**config.mk**
```make
export PLATFORM = sky130hd
export DESIGN_NAME = cpu_top
export DESIGN_NICKNAME = d
export VERILOG_FILES = /design/src/rtl/cpu_top.sv
export SDC_FILE = /design/constraint.sdc
export NUM_CORES = 1
export LEC_CHECK = 0
export CORE_UTILIZATION = 50
export CTS_CLUSTER_SIZE = 25
export DETAILED_ROUTE_END_ITERATION = 7
export GPL_TIMING_DRIVEN = 0
export HOLD_SLACK_MARGIN = 0.02
export PLACE_DENSITY_LB_ADDON = 0.1
export SLEW_MARGIN = 20
export SYNTH_ARGS = -nofsm -noshare
export SYNTH_HDL_FRONTEND = slang
export SYNTH_SLANG_ARGS = --single-unit
```
**constraint.sdc**
```tcl
create_clock -name sys_clk -period 10.16 [get_ports sys_clk]
set_input_delay 2.032 -clock sys_clk [delete_from_list [all_inputs] [get_ports sys_clk]]
set_output_delay 2.032 -clock sys_clk [all_outputs]
set_load 0.02 [all_outputs]
```
**src/rtl/cpu_top.sv**
```systemverilog
// Multicycle 16-bit RISC core: FETCH -> EXEC [-> MEM] over separate
// Wishbone-style instruction and data master ports.

module cpu_regfile (
    input  logic        clk,
    input  logic        rst_n,
    input  logic        we,
    input  logic [3:0]  waddr,
    input  logic [15:0] wdata,
    input  logic [3:0]  ra_addr,
    input  logic [3:0]  rb_addr,
    input  logic [3:0]  rd_addr,
    output logic [15:0] ra_data,
    output logic [15:0] rb_data,
    output logic [15:0] rd_data
);
    localparam logic [3:0] ZERO_REG = 4'd12;

    logic [15:0] rf [0:15];

    always_ff @(posedge clk or negedge rst_n) begin
        if (!rst_n) begin
            for (int unsigned i = 0; i < 16; i++) begin
                rf[i] <= '0;
            end
        end else if (we && (waddr != ZERO_REG)) begin
            rf[waddr] <= wdata;
        end
    end

    assign ra_data = (ra_addr == ZERO_REG) ? '0 : rf[ra_addr];
    assign rb_data = (rb_addr == ZERO_REG) ? '0 : rf[rb_addr];
    assign rd_data = (rd_addr == ZERO_REG) ? '0 : rf[rd_addr];
endmodule

module cpu_unit #(
    parameter logic [15:0] RESET_PC = 16'h0000
) (
    input  logic        clk,
    input  logic        rst_n,
    output logic [15:0] instr_addr_o,
    input  logic [15:0] instr_data_i,
    output logic        instr_stb_o,
    input  logic        instr_ack_i,
    output logic [15:0] data_addr_o,
    output logic [15:0] data_data_o,
    input  logic [15:0] data_data_i,
    output logic        data_stb_o,
    output logic        data_we_o,
    input  logic        data_ack_i,
    output logic [3:0]  ra_addr,
    output logic [3:0]  rb_addr,
    output logic [3:0]  rd_addr,
    input  logic [15:0] ra_val,
    input  logic [15:0] rb_val,
    input  logic [15:0] rd_val,
    output logic        rf_we,
    output logic [3:0]  rf_waddr,
    output logic [15:0] rf_wdata
);
    typedef enum logic [1:0] {FETCH, EXEC, MEM} state_e;

    typedef enum logic [3:0] {
        OP_ADD = 4'h0, OP_SUB = 4'h1, OP_AND = 4'h2, OP_OR  = 4'h3,
        OP_XOR = 4'h4, OP_SHL = 4'h5, OP_SHR = 4'h6, OP_MUL = 4'h7,
        OP_LI  = 4'h8, OP_LUI = 4'h9, OP_LD  = 4'hA, OP_ST  = 4'hB,
        OP_BEQ = 4'hC, OP_BNE = 4'hD, OP_JAL = 4'hE, OP_JR  = 4'hF
    } op_e;

    localparam logic [3:0] LINK_REG = 4'd11;

    state_e      state;
    logic [15:0] pc;
    logic [15:0] pc_1;
    logic [15:0] ir;

    op_e         op;
    logic [15:0] sext4;
    logic [15:0] sext8;
    logic [15:0] sext12;
    logic [15:0] pc_inc;
    logic [15:0] alu;
    logic [15:0] next_pc;
    logic        is_mem;

    assign op      = op_e'(ir[15:12]);
    assign rd_addr = ir[11:8];
    assign ra_addr = ir[7:4];
    assign rb_addr = ir[3:0];
    assign sext4   = {{12{ir[3]}}, ir[3:0]};
    assign sext8   = {{8{ir[7]}}, ir[7:0]};
    assign sext12  = {{4{ir[11]}}, ir[11:0]};
    // pc_1 holds the executing instruction's address; relative targets use it.
    assign pc_inc  = pc_1 + 16'd1;
    assign is_mem  = (op == OP_LD) || (op == OP_ST);

    always_comb begin
        alu = '0;
        case (op)
            OP_ADD:  alu = ra_val + rb_val;
            OP_SUB:  alu = ra_val - rb_val;
            OP_AND:  alu = ra_val & rb_val;
            OP_OR:   alu = ra_val | rb_val;
            OP_XOR:  alu = ra_val ^ rb_val;
            OP_SHL:  alu = ra_val << rb_val[3:0];
            OP_SHR:  alu = ra_val >> rb_val[3:0];
            OP_MUL:  alu = ra_val * rb_val;
            OP_LI:   alu = sext8;
            OP_LUI:  alu = {ir[7:0], rd_val[7:0]};
            default: alu = '0;
        endcase
    end

    always_comb begin
        next_pc = pc_inc;
        case (op)
            OP_BEQ:  if (rd_val == ra_val) next_pc = pc_inc + sext4;
            OP_BNE:  if (rd_val != ra_val) next_pc = pc_inc + sext4;
            OP_JAL:  next_pc = pc_inc + sext12;
            OP_JR:   next_pc = ra_val;
            default: next_pc = pc_inc;
        endcase
    end

    always_comb begin
        rf_we    = 1'b0;
        rf_waddr = rd_addr;
        rf_wdata = alu;
        if (state == EXEC) begin
            case (op)
                OP_ADD, OP_SUB, OP_AND, OP_OR, OP_XOR, OP_SHL, OP_SHR,
                OP_MUL, OP_LI, OP_LUI: rf_we = 1'b1;
                OP_JAL: begin
                    rf_we    = 1'b1;
                    rf_waddr = LINK_REG;
                    rf_wdata = pc_inc;
                end
                default: rf_we = 1'b0;
            endcase
        end else if ((state == MEM) && data_stb_o && data_ack_i && (op == OP_LD)) begin
            rf_we    = 1'b1;
            rf_wdata = data_data_i;
        end
    end

    // Leaving EXEC/MEM raises the next fetch strobe directly, giving 2/3 cycles per instruction.
    always_ff @(posedge clk or negedge rst_n) begin
        if (!rst_n) begin
            state        <= FETCH;
            pc           <= RESET_PC;
            pc_1         <= RESET_PC;
            ir           <= '0;
            instr_addr_o <= '0;
            instr_stb_o  <= 1'b0;
            data_addr_o  <= '0;
            data_data_o  <= '0;
            data_stb_o   <= 1'b0;
            data_we_o    <= 1'b0;
        end else begin
            case (state)
                FETCH: begin
                    if (!instr_stb_o) begin
                        instr_stb_o  <= 1'b1;
                        instr_addr_o <= pc;
                    end else if (instr_ack_i) begin
                        ir          <= instr_data_i;
                        pc_1        <= pc;
                        instr_stb_o <= 1'b0;
                        state       <= EXEC;
                    end
                end
                EXEC: begin
                    if (is_mem) begin
                        data_addr_o <= ra_val + sext4;
                        data_we_o   <= (op == OP_ST);
                        data_data_o <= rd_val;
                        data_stb_o  <= 1'b1;
                        state       <= MEM;
                    end else begin
                        pc           <= next_pc;
                        instr_addr_o <= next_pc;
                        instr_stb_o  <= 1'b1;
                        state        <= FETCH;
                    end
                end
                MEM: begin
                    if (data_stb_o && data_ack_i) begin
                        data_stb_o   <= 1'b0;
                        data_we_o    <= 1'b0;
                        pc           <= pc_inc;
                        instr_addr_o <= pc_inc;
                        instr_stb_o  <= 1'b1;
                        state        <= FETCH;
                    end
                end
                default: state <= FETCH;
            endcase
        end
    end
endmodule

module cpu_top #(
    parameter logic [15:0] RESET_PC = 16'h0000
) (
    input  logic        sys_clk,
    input  logic        sys_rst,
    output logic [15:0] instr_addr_o,
    input  logic [15:0] instr_data_i,
    output logic        instr_stb_o,
    output logic        instr_we_o,
    input  logic        instr_ack_i,
    output logic [15:0] data_addr_o,
    output logic [15:0] data_data_o,
    input  logic [15:0] data_data_i,
    output logic        data_stb_o,
    output logic        data_we_o,
    input  logic        data_ack_i
);
    logic [3:0]  ra_addr;
    logic [3:0]  rb_addr;
    logic [3:0]  rd_addr;
    logic [15:0] ra_val;
    logic [15:0] rb_val;
    logic [15:0] rd_val;
    logic        rf_we;
    logic [3:0]  rf_waddr;
    logic [15:0] rf_wdata;

    assign instr_we_o = 1'b0;

    cpu_unit #(.RESET_PC(RESET_PC)) unit (
        .clk          (sys_clk),
        .rst_n        (sys_rst),
        .instr_addr_o (instr_addr_o),
        .instr_data_i (instr_data_i),
        .instr_stb_o  (instr_stb_o),
        .instr_ack_i  (instr_ack_i),
        .data_addr_o  (data_addr_o),
        .data_data_o  (data_data_o),
        .data_data_i  (data_data_i),
        .data_stb_o   (data_stb_o),
        .data_we_o    (data_we_o),
        .data_ack_i   (data_ack_i),
        .ra_addr      (ra_addr),
        .rb_addr      (rb_addr),
        .rd_addr      (rd_addr),
        .ra_val       (ra_val),
        .rb_val       (rb_val),
        .rd_val       (rd_val),
        .rf_we        (rf_we),
        .rf_waddr     (rf_waddr),
        .rf_wdata     (rf_wdata)
    );

    cpu_regfile u_rf (
        .clk     (sys_clk),
        .rst_n   (sys_rst),
        .we      (rf_we),
        .waddr   (rf_waddr),
        .wdata   (rf_wdata),
        .ra_addr (ra_addr),
        .rb_addr (rb_addr),
        .rd_addr (rd_addr),
        .ra_data (ra_val),
        .rb_data (rb_val),
        .rd_data (rd_val)
    );
endmodule

```
==> impl_metrics.sql <==
INSERT INTO impl_metrics (metric_group, metric, value, unit) VALUES
('run_status', 'result_of_the_run', 'complete, no violations', ''),
('placement', 'buffer_ports.inserted', '86', ''),
('logic_synthesis', 'asyncSetResetFlopFracSynth', '100', '%'),
('drt', 'avgViaCountPerCell', '7.00', ''),
('worst_setup_path', 'arrival', '10.52', 'ns'),
('clock_tree', 'cts_inserted_buffers', '42', ''),
('drt', 'firstDrtPassIters', '8', ''),
('floorplan', 'start_util', '50.7', '%'),
('clock_tree', 'clock_latency_on_the_worst_skew_pair', '0.60', 'ns'),
('global_routing', 'pin_count_of_the_biggest_net_entering_global_routing', '96', ''),
('finish', 'syn_to_final_growth', '12.3', '%'),
('logic_synthesis', 'seq_area_frac_synth', '30.0', '%'),
('logic_synthesis', 'synth_top_flop_cell', 'sky130_fd_sc_hd__dfrtp_1', ''),
('worst_setup_path', 'endpoint_kind', 'flip-flop', ''),
('worst_setup_path', 'critical_path_peak_fanout', '12', ''),
('clock_tree', 'tritoncts_clock_tree', 'yes', ''),
('floorplan', 'rows', '88', ''),
('drt', 'drt_wl_total', '138000', 'microns'),
('logic_synthesis', 'synthDominantCellAreaShare', '30.0', '%'),
('clock_tree', 'cts-hold-fix-buffers', '0', ''),
('finish', 'drive_above_1_share', '13.6', '%'),
('clock_tree', 'clock_path_buffers', '3', ''),
('logic_synthesis', 'ys_seq_elements', '352', ''),
('timing', 'finClkSkew', '0.0352', 'ns'),
('placement', 'hpwlAfterDp', '105000', 'microns'),
('worst_setup_path', 'crit_required', '10.59', 'ns'),
('timing', 'fin_crit_sh', '99.3', '%'),
('logic_synthesis', 'synthCells', '3175', ''),
('global_routing', 'groute.usage.overall', '46.1', '%'),
('logic_synthesis', 'post_synth_num_cell_types', '98', ''),
('clock_tree', 'clock_sink_count', '352', ''),
('logic_synthesis', 'synthesis.area', '29400', 'sq um'),
('finish', 'num-fill-cells', '5230', ''),
('logic_synthesis', 'synth_top_cell_by_area', 'sky130_fd_sc_hd__dfrtp_1', ''),
('worst_setup_path', 'setup.worst_path.start_class', 'flip-flop', ''),
('placement', 'dpl_worst_slack', '-0.639', 'ns'),
('worst_setup_path', 'worst_r2r_startpoint', 'unit.ir[6]', ''),
('timing', 'setup_viol', '0', ''),
('drt', 'drcViolationCount', '0', ''),
('timing', 'final_period_minus_worst_setup_slack', '10.09', 'ns'),
('finish', 'multi_input_gate_area', '18900', 'sq um'),
('timing', 'report.final.slew_viol_count', '0', ''),
('floorplan', 'floorplan.die_area', '59700', 'sq um'),
('timing', 'worst_pin_slew', '1.33', 'ns'),
('global_routing', 'antenna_violations_before_repair', '3', ''),
('worst_hold_path', 'hold-path-cell-count', '1', ''),
('floorplan', 'design.core.area', '57900', 'sq um'),
('timing', 'setup_repair_after_global_routing_missed_its_margin', 'no', ''),
('worst_hold_path', 'timing.hold.worst.class', 'reg -> reg', ''),
('timing', 'slew-limit-headroom', '11.0', '%'),
('logic_synthesis', 'synth-edff-count', '0', ''),
('timing', 'clock.fmax', '0.0991', 'GHz'),
('worst_setup_path', 'worst_r2r_path_depth', '27', ''),
('global_routing', 'first_global_vias', '27700', ''),
('clock_tree', 'cts.clk_slew.worst_paths', '0.06', 'ns'),
('worst_setup_path', 'timing.critical_path.from', 'unit.ir[6]', ''),
('global_routing', 'gr-total-overflow', '0', ''),
('placement', 'count_of_placed_standard_cells_including_taps', '4038', ''),
('placement', 'gpl.final_weighted_congestion', '1.05', ''),
('floorplan', 'boundaryPins', '88', ''),
('logic_synthesis', 'synthesis.yosys.warnings', '0', ''),
('clock_tree', 'root_buffer', 'sky130_fd_sc_hd__clkbuf_16', ''),
('finish', 'final_nets', '3581', ''),
('logic_synthesis', 'mappedNetlistNets', '3438', ''),
('floorplan', 'die_width', '244', 'microns'),
('timing', 'number_of_hold_slack_violations_in_the_final_timing_report', '0', ''),
('worst_setup_path', 'crit_end', 'u_rf.rf[207]', ''),
('logic_synthesis', 'post_synth.cell_area_avg', '9.25', 'sq um'),
('flow_run', 'cap_viol_max_count', '0', ''),
('finish', 'final-seq-area', '8810', 'sq um'),
('timing', 'fin_ws', '0.0701', 'ns');
[cell families after synthesis]
group | Yosys count | synth area share, %
AOI/OAI and AO/OA | 821 | 17.7
xor gates and xnor gates | 119 | 3.64
adders and majority gates | 227 | 11.8
buffers and inverters | 416 | 6.12
DFF | 352 | 30.0
muxes | 321 | 17.4
other | 1 | 0.0128
and+or+nand+nor | 918 | 13.3
[state kept, by name, indices dropped and copies added (netlist names)]
name	cells
unit.data_we_o	1
unit.data_data_o	16
unit.data_addr_o	16
unit.state	2
unit.data_stb_o	1
unit.pc	16
u_rf.rf	251
unit.ir	16
unit.instr_stb_o	1
unit.instr_addr_o	16
unit.pc_1	16
[placed cells by master (no fill, tap or decap), types with 15 or more instances in the layout]
master and n:
sky130_fd_sc_hd__nor3_1 48, sky130_fd_sc_hd__buf_4 15, sky130_fd_sc_hd__a221oi_1 37, sky130_fd_sc_hd__mux2_2 65, sky130_fd_sc_hd__clkbuf_16 44, sky130_fd_sc_hd__a31oi_1 29
sky130_fd_sc_hd__or3_1 19, sky130_fd_sc_hd__nor2_1 367, sky130_fd_sc_hd__ha_1 144, sky130_fd_sc_hd__a22oi_1 24, sky130_fd_sc_hd__xor2_1 30, sky130_fd_sc_hd__mux4_2 140
sky130_fd_sc_hd__dfrtp_1 351, sky130_fd_sc_hd__nor2b_1 19, sky130_fd_sc_hd__o21ai_0 213, sky130_fd_sc_hd__nand2b_1 15, sky130_fd_sc_hd__buf_2 57, sky130_fd_sc_hd__clkdlybuf4s50_1 85
sky130_fd_sc_hd__mux2i_1 106, sky130_fd_sc_hd__clkbuf_1 129, sky130_fd_sc_hd__a211oi_1 31, sky130_fd_sc_hd__o22ai_1 24, sky130_fd_sc_hd__o211ai_1 15, sky130_fd_sc_hd__a21o_1 17
sky130_fd_sc_hd__inv_1 179, sky130_fd_sc_hd__xnor2_1 86, sky130_fd_sc_hd__a21oi_1 252, sky130_fd_sc_hd__fa_1 83, sky130_fd_sc_hd__nand3_1 38, sky130_fd_sc_hd__nand2_1 344
[cells in the mapped netlist (all sizes together), types with 52 or more instances]
cell and number:
mux2i 113, nor3 52, inv 193, mux4 142, xnor2 86, dfrtp 352
clkbuf 126, fa 83, nor2 371, mux2 66, nand2 344, o21ai 226
a21oi 263, ha 144, buf 94
[worst max-delay path: stages (launching register included)]
cell	delay, ns
sky130_fd_sc_hd__dfrtp_1	0.39
sky130_fd_sc_hd__buf_2	0.25
sky130_fd_sc_hd__inv_1	0.34
sky130_fd_sc_hd__clkbuf_1	0.91
sky130_fd_sc_hd__a221oi_1	0.20
sky130_fd_sc_hd__o31ai_1	0.94
sky130_fd_sc_hd__clkbuf_1	0.90
sky130_fd_sc_hd__nand2_1	0.19
sky130_fd_sc_hd__fa_1	0.55
sky130_fd_sc_hd__fa_1	0.49
sky130_fd_sc_hd__inv_1	0.05
sky130_fd_sc_hd__fa_1	0.48
sky130_fd_sc_hd__fa_1	0.55
sky130_fd_sc_hd__inv_1	0.05
sky130_fd_sc_hd__fa_1	0.48
sky130_fd_sc_hd__fa_1	0.46
sky130_fd_sc_hd__xnor2_1	0.19
sky130_fd_sc_hd__xnor2_1	0.16
sky130_fd_sc_hd__xnor2_1	0.16
sky130_fd_sc_hd__xnor2_1	0.16
sky130_fd_sc_hd__xnor2_1	0.16
sky130_fd_sc_hd__xnor2_1	0.16
sky130_fd_sc_hd__xnor2_1	0.16
sky130_fd_sc_hd__xnor2_1	0.16
sky130_fd_sc_hd__xnor2_1	0.11
sky130_fd_sc_hd__a221oi_2	0.85
sky130_fd_sc_hd__buf_6	0.30
sky130_fd_sc_hd__a21oi_2	0.07
[per-layer routing]
layer / track usage, % / share of wire [%] / vias to the layer above
li1: - / - / 11700
met1: 58.6 / 36 / 14200
met2: 68.1 / 43 / 2289
met3: 12.8 / 13 / 614
met4: 31.8 / 8.4 / 2
met5: 0 / 0.0087 / -
[metrics by stage]
step           utilization (%)  cell area [sq um]  TNS [ns]  hold slack [ns]
3_5_place_dp              54.3              31500    -33.44            0.446
3_3_place_gp              53.9              31200  -2970.98            0.440
6_report                  57.0              33000         0            0.460
5_1_grt                   56.9              33000         0            0.473
4_1_cts                   56.9              32900         0            0.458
2_1_floorplan                -              29400         0            0.424
[worst min-delay path by stage]
stage / startpoint / to / slack (ns)
after floorplan: u_rf.rf[50] / u_rf.rf[50] / 0.42
after global placement: u_rf.rf[58] / u_rf.rf[58] / 0.44
after CTS: u_rf.rf[58] / u_rf.rf[58] / 0.46
final: u_rf.rf[58] / u_rf.rf[58] / 0.46
after global routing: u_rf.rf[58] / u_rf.rf[58] / 0.47
after detailed placement: u_rf.rf[58] / u_rf.rf[58] / 0.45
[area by class of cell]
class	count	area share, %
clock inverters	19	0.808
repair buffers	100	3.21
multi-input cells	2407	57.3
diodes	3	0.0228
flip-flops and latches	352	26.7
plain buffers	219	3.22
clock buffers	57	3.64
inverters	196	2.23
well taps	765	2.90
[timing repair]
item,in CTS,in global routing
setup endpoints to repair,101,64
buffers inserted,0,0
resized for setup,2,6
Power is not shown: default switching activity piles up to over one toggle a cycle in this logic, so the estimate is an artifact.
